`src/rtl/control_sequencer.sv`:
```
// Microcode sequencer for the 8-bit CPU: walks T0..T(STEPS-1), decodes opcode and ALU
// flags into the 16-bit control word, and freezes the machine after HLT.
module control_sequencer #(
  parameter int STEPS     = 5,
  parameter bit EARLY_END = 1'b1
) (
  input  logic        clk,
  input  logic        reset,
  input  logic        run,
  input  logic [3:0]  opcode,
  input  logic [1:0]  flags,
  output logic [15:0] ctrl,
  output logic [2:0]  step,
  output logic        halted
);

  localparam logic [15:0] HLT = 16'h8000, MI = 16'h4000, RI = 16'h2000, RO = 16'h1000;
  localparam logic [15:0] IO  = 16'h0800, II = 16'h0400, AI = 16'h0200, AO = 16'h0100;
  localparam logic [15:0] EO  = 16'h0080, SU = 16'h0040, BI = 16'h0020, OI = 16'h0010;
  localparam logic [15:0] CE  = 16'h0008, CO = 16'h0004, J  = 16'h0002, FI = 16'h0001;

  localparam logic [2:0] LAST = 3'(STEPS - 1);

  logic [15:0] word;

  always_comb begin
    word = '0;
    case (step)
      3'd0: word = MI | CO;
      3'd1: word = RO | II | CE;
      3'd2: begin
        case (opcode)
          4'h1, 4'h2, 4'h3, 4'h4: word = IO | MI;
          4'h5: word = IO | AI;
          4'h6: word = IO | J;
          4'h7: word = flags[0] ? (IO | J) : 16'h0000;
          4'h8: word = flags[1] ? (IO | J) : 16'h0000;
          4'hE: word = AO | OI;
          4'hF: word = HLT;
          default: word = '0;
        endcase
      end
      3'd3: begin
        case (opcode)
          4'h1: word = RO | AI;
          4'h2, 4'h3: word = RO | BI;
          4'h4: word = AO | RI;
          default: word = '0;
        endcase
      end
      3'd4: begin
        case (opcode)
          4'h2: word = EO | AI | FI;
          4'h3: word = EO | AI | SU | FI;
          default: word = '0;
        endcase
      end
      default: word = '0;
    endcase
  end

  // Reset and halt both blank the word so the datapath sees no enables.
  assign ctrl = (reset || halted) ? 16'h0000 : word;

  always_ff @(posedge clk or posedge reset) begin
    if (reset) begin
      step   <= 3'd0;
      halted <= 1'b0;
    end else if (run && !halted) begin
      if (word[15]) begin
        halted <= 1'b1;
      end else if (step == LAST || (EARLY_END && step >= 3'd2 && word == 16'h0000)) begin
        step <= 3'd0;
      end else begin
        step <= step + 3'd1;
      end
    end
  end

endmodule

```
`config.mk`:
```
export PLATFORM = sky130hd
export DESIGN_NAME = control_sequencer
export DESIGN_NICKNAME = d
export VERILOG_FILES = /design/src/rtl/control_sequencer.sv
export SDC_FILE = /design/constraint.sdc
export NUM_CORES = 1
export LEC_CHECK = 0
export CAP_MARGIN = 40
export CORE_MARGIN = 2
export CORE_UTILIZATION = 35
export DETAILED_ROUTE_END_ITERATION = 16
export MAX_ROUTING_LAYER = met4
export PLACE_DENSITY = 0.76
export SYNTH_ARGS = -nofsm -noshare
export SYNTH_HDL_FRONTEND = slang
export SYNTH_SLANG_ARGS = --single-unit
```
`constraint.sdc`:
```
create_clock -name clk -period 2.1 [get_ports clk]
set_input_delay 0.42 -clock clk [delete_from_list [all_inputs] [get_ports clk]]
set_output_delay 0.42 -clock clk [all_outputs]
set_load 0.02 [all_outputs]
```
==> results.txt <==
The flow ran to the end, but the final reports show violations. The final reports fail on negative setup slack. Based on the critical path, the design can be clocked at up to 0.428 GHz.

Leaving out filler cells and counting taps, the final layout contains 179. Setup slack on the worst reg-to-reg path comes out at 0 ns. The number of nets in the synthesized netlist is 102. The clock drives 4 sinks. The logs give 43 for the distinct cell type count after synthesis and 0.24 ns for the clock insertion delay at the later pin of the skew report. By area the synthesized netlist is led by dfrtp_1, ha_1, nor2_1. The fraction of post-synthesis cell area in the top cell type by area works out to 0.153.

Yosys printed 0 warnings. The floorplan step defined a core boundary enclosing 1750 um2. The worst setup path is of the flop to primary output kind.

The tools report the buffer cell driving the clock tree root as clkbuf_4. Ratio of routed vias to standard cells: 5.67. The final design utilization came out at 0.844.

The maximum VDD drop is 996 uV, and the chip width is 47.2 um. Post-route DRC violation count: 0. The congestion estimate from routability-driven global placement came to 0.852. The shortest period the worst path allows was 2.34 ns. Walking the worst path, the cells encountered are inv_4 -> ha_4 -> nor3_2 -> o21bai_2 -> buf_6 -> nand2_4 -> or2_4 -> nor2_4 -> buf_6.

Before CTS, the worst setup slack after placement is -0.689 ns. The final layout contains 170 nets. Buffers inserted during clock tree synthesis total 3. At the worst endpoint, the required time is 1.68 ns. The fraction of power consumed by combinational cells came out at 0.812.

Setup repair after global routing could not meet its margin everywhere. The worst max-slew margin expressed relative to the limit was 0.767. The run gives 1.49 mW as the overall power of the completed layout. Across the whole layout, storage elements account for 103 um2. The class of the tightest hold or removal check was input port to asynchronous set/reset pin. Register share of total power: 0.122. The part of the Yosys area used for sequential elements is 0.153. For the I/O pin count, the log shows 29. The tools report the area enclosed by the die boundary as 2230 um2. For the pin with the worst max-slew slack, the measured transition is 0.350 ns. The slowest stage of the critical path is the dfrtp_2 cell.

The HPWL after detailed placement is 1840 um. In this run the tool buffered the top-level ports with 28 buffer cells. The area growth from synthesis to layout is 125%. For the total instance count after detailed placement, the log shows 169. The routed length per instance was 17.7 um; the number of global-route vias before repair was 961.

The final setup violation count is 12, and the maximum fanout count along the critical path is 4. In the final routing, the length of wire on met1 measures 1280 um. Number of levels in the clock H-tree: 1. The endpoint type of the worst setup path was a primary output. The number of hold buffers added after CTS was 0. The number of iterations in the first detailed-routing pass is 4, and the final period utilization is 1.11. The mean post-synth cell area came out at 7.44 um2. Data arrives at the worst endpoint at 1.92 ns. The number of antenna diodes in the final layout is 0. Global-route usage over all layers: 0.304.

The most common cell in the synthesized netlist is nor2_1. The share of synthesized flip-flops with an asynchronous set or reset was 1.00. By count the netlist is led by nor2_1, nand2_1, nor3_1. The maximum number of pins on one net before global-route repair is 8.

The critical path's largest stage delay was 0.46 ns. For this block, the routed nets add up to 3170 um of wire. After routing the design area is 1470 um2. The final worst setup slack came out at -0.236 ns. The tools report the multi-input combinational cell area as 701 um2.

The net switching power came out at 0.689 mW. The register bit count reported by yosys was 4; the cell count after synthesis was 88. Library cell occupying the most area in the post-synthesis netlist: dfrtp_1.

The logs give 0.066 for the clock share of power and 175 um for the met3 layer wire length in the routed design. Max-cap violations in this run came to 0. Measured along the y axis, the die boundary spans 47.2 um. The switching share of power came out at 0.461.

The area of placed instances was 1210 um2; the power per standard cell area was 1010 nW/um2. The share of layout cells above drive strength 1 came out at 0.643. In this run the deepest clock path goes through 2 buffers.

STA classifies the critical path startpoint as a flop. Number of cell rows: 15. Fill cells in the final layout number 100.

The post-detailed-route count of antenna-violating nets was 0; the met2 wire length was 1530 um. The highest metal layer with signal wires is met4. The number of violations reported at the end of detailed-routing iteration 0 is 36, and the clock slew at the register clock pins of the worst setup and hold paths is 0.04 ns. Summed over all cells, the static leakage comes to 0.666 nW. The run gives 0 as the number of antenna violations at the first check in global routing. The mapped cell area was 654 um2. The run gives 0.375 as the initial core utilization. The detailed router placed 1,015 vias in this run. The final-report max-slew violation count came out at 0. TritonCTS built the clock tree.

The number of enable-type register cells in the synthesized netlist is 0. Among the stages of the critical path, the cell type that occurs most often is buf_6. The first global-routing pass estimated 4510 um of wire. In the synthesized netlist the dominant register cell turns out to be dfrtp_1.

For the internal power, the log shows 0.805 mW. The tools report the worst clock skew as 0.00653 ns. The run gives 0 as the sum of overflow across all layers after global routing. Count of endpoints failing hold in the final timing report: 0.
==> logic make-up (layout without fill, tap and decap cells) <==
group	Yosys count	count (layout)	synth area share
and+or+nand+nor	45	45	0.381
adders and majority gates	5	5	0.0956
DFF	4	4	0.153
buffers and inverters	11	77	0.0975
muxes	2	2	0.0325
xor gates and xnor gates	1	1	0.0134
AOI/OAI and AO/OA	20	20	0.228
==> area by class of cell <==
type | count | area share
clock buffers | 3 | 0.0153
multi-input cells | 73 | 0.476
flip-flops and latches | 4 | 0.0697
well taps | 25 | 0.0212
repair buffers | 68 | 0.399
inverters | 6 | 0.0187
==> worst max-delay path: cells and delay by family, from the launching register on <==
kind	cells	cell delay, ns
compound gates	1	0.21
fa+ha+maj	1	0.14
buf+inv	3	0.39
flops	1	0.46
simple gates	4	0.48
==> path summary, 6_finish.rpt <==
check,start,to,depth (start not counted)
max in group asynchronous,reset,step[0],2
max,step[1],ctrl[1],9
max reg2reg,step[1],step[2],10
min,reset,step[2],2
min in group clk,halted,halted,1
min reg2reg,halted,halted,1
==> power groups by stage <==
| stage | clock network (mW) | logic (mW) | registers [mW] |
|---|---|---|---|
| 6_report | 0.0984 | 1.21 | 0.183 |
| 5_1_grt | 0.108 | 1.28 | 0.187 |
| 3_3_place_gp | 0 | 0.878 | 0.148 |
| 4_1_cts | 0.101 | 1.09 | 0.171 |
| 3_5_place_dp | 0 | 0.894 | 0.156 |
| 2_1_floorplan | 0 | 0.414 | 0.193 |
==> state kept, by name, summed over array words and instances, names as in the netlist <==
signal  cells
step        3
halted      1
==> cells in the final DEF (no fill, tap or decap), types with 3 or more instances in the layout <==
cell             netlist  routed
a21oi_1                4       3
buf_4                  4      40
buf_6                  1      12
clkbuf_4               0       3
clkdlybuf4s50_1        0       8
dlygate4sd2_1          0       4
inv_1                  5       3
nand2_1               10       7
nor2_1                11       6
nor2_4                 0       3
nor3_2                 0       3
nor3_4                 0       3
==> routing by layer <==
layer  up-vias  track usage
li1        456            -
met1       485        0.356
met2        54        0.449
met3        20       0.0923
met4         0        0.189
met5         -            -
==> through the flow <==
step,TNS (ns),hold slack (ns)
finish,-1.67,0.473
global route,-2.70,0.484
CTS,-1.95,0.438
detailed placement,-10.23,0.519
global placement,-9.53,0.499
floorplan,-0.127,0.186
==> what timing repair did <==
item | in CTS | in global routing
pin swaps | 18 | 10
gates resized for setup | 115 | 14
setup endpoints to repair | 19 | 19
setup buffers | 9 | 0
(Power assumes the default switching activity.)
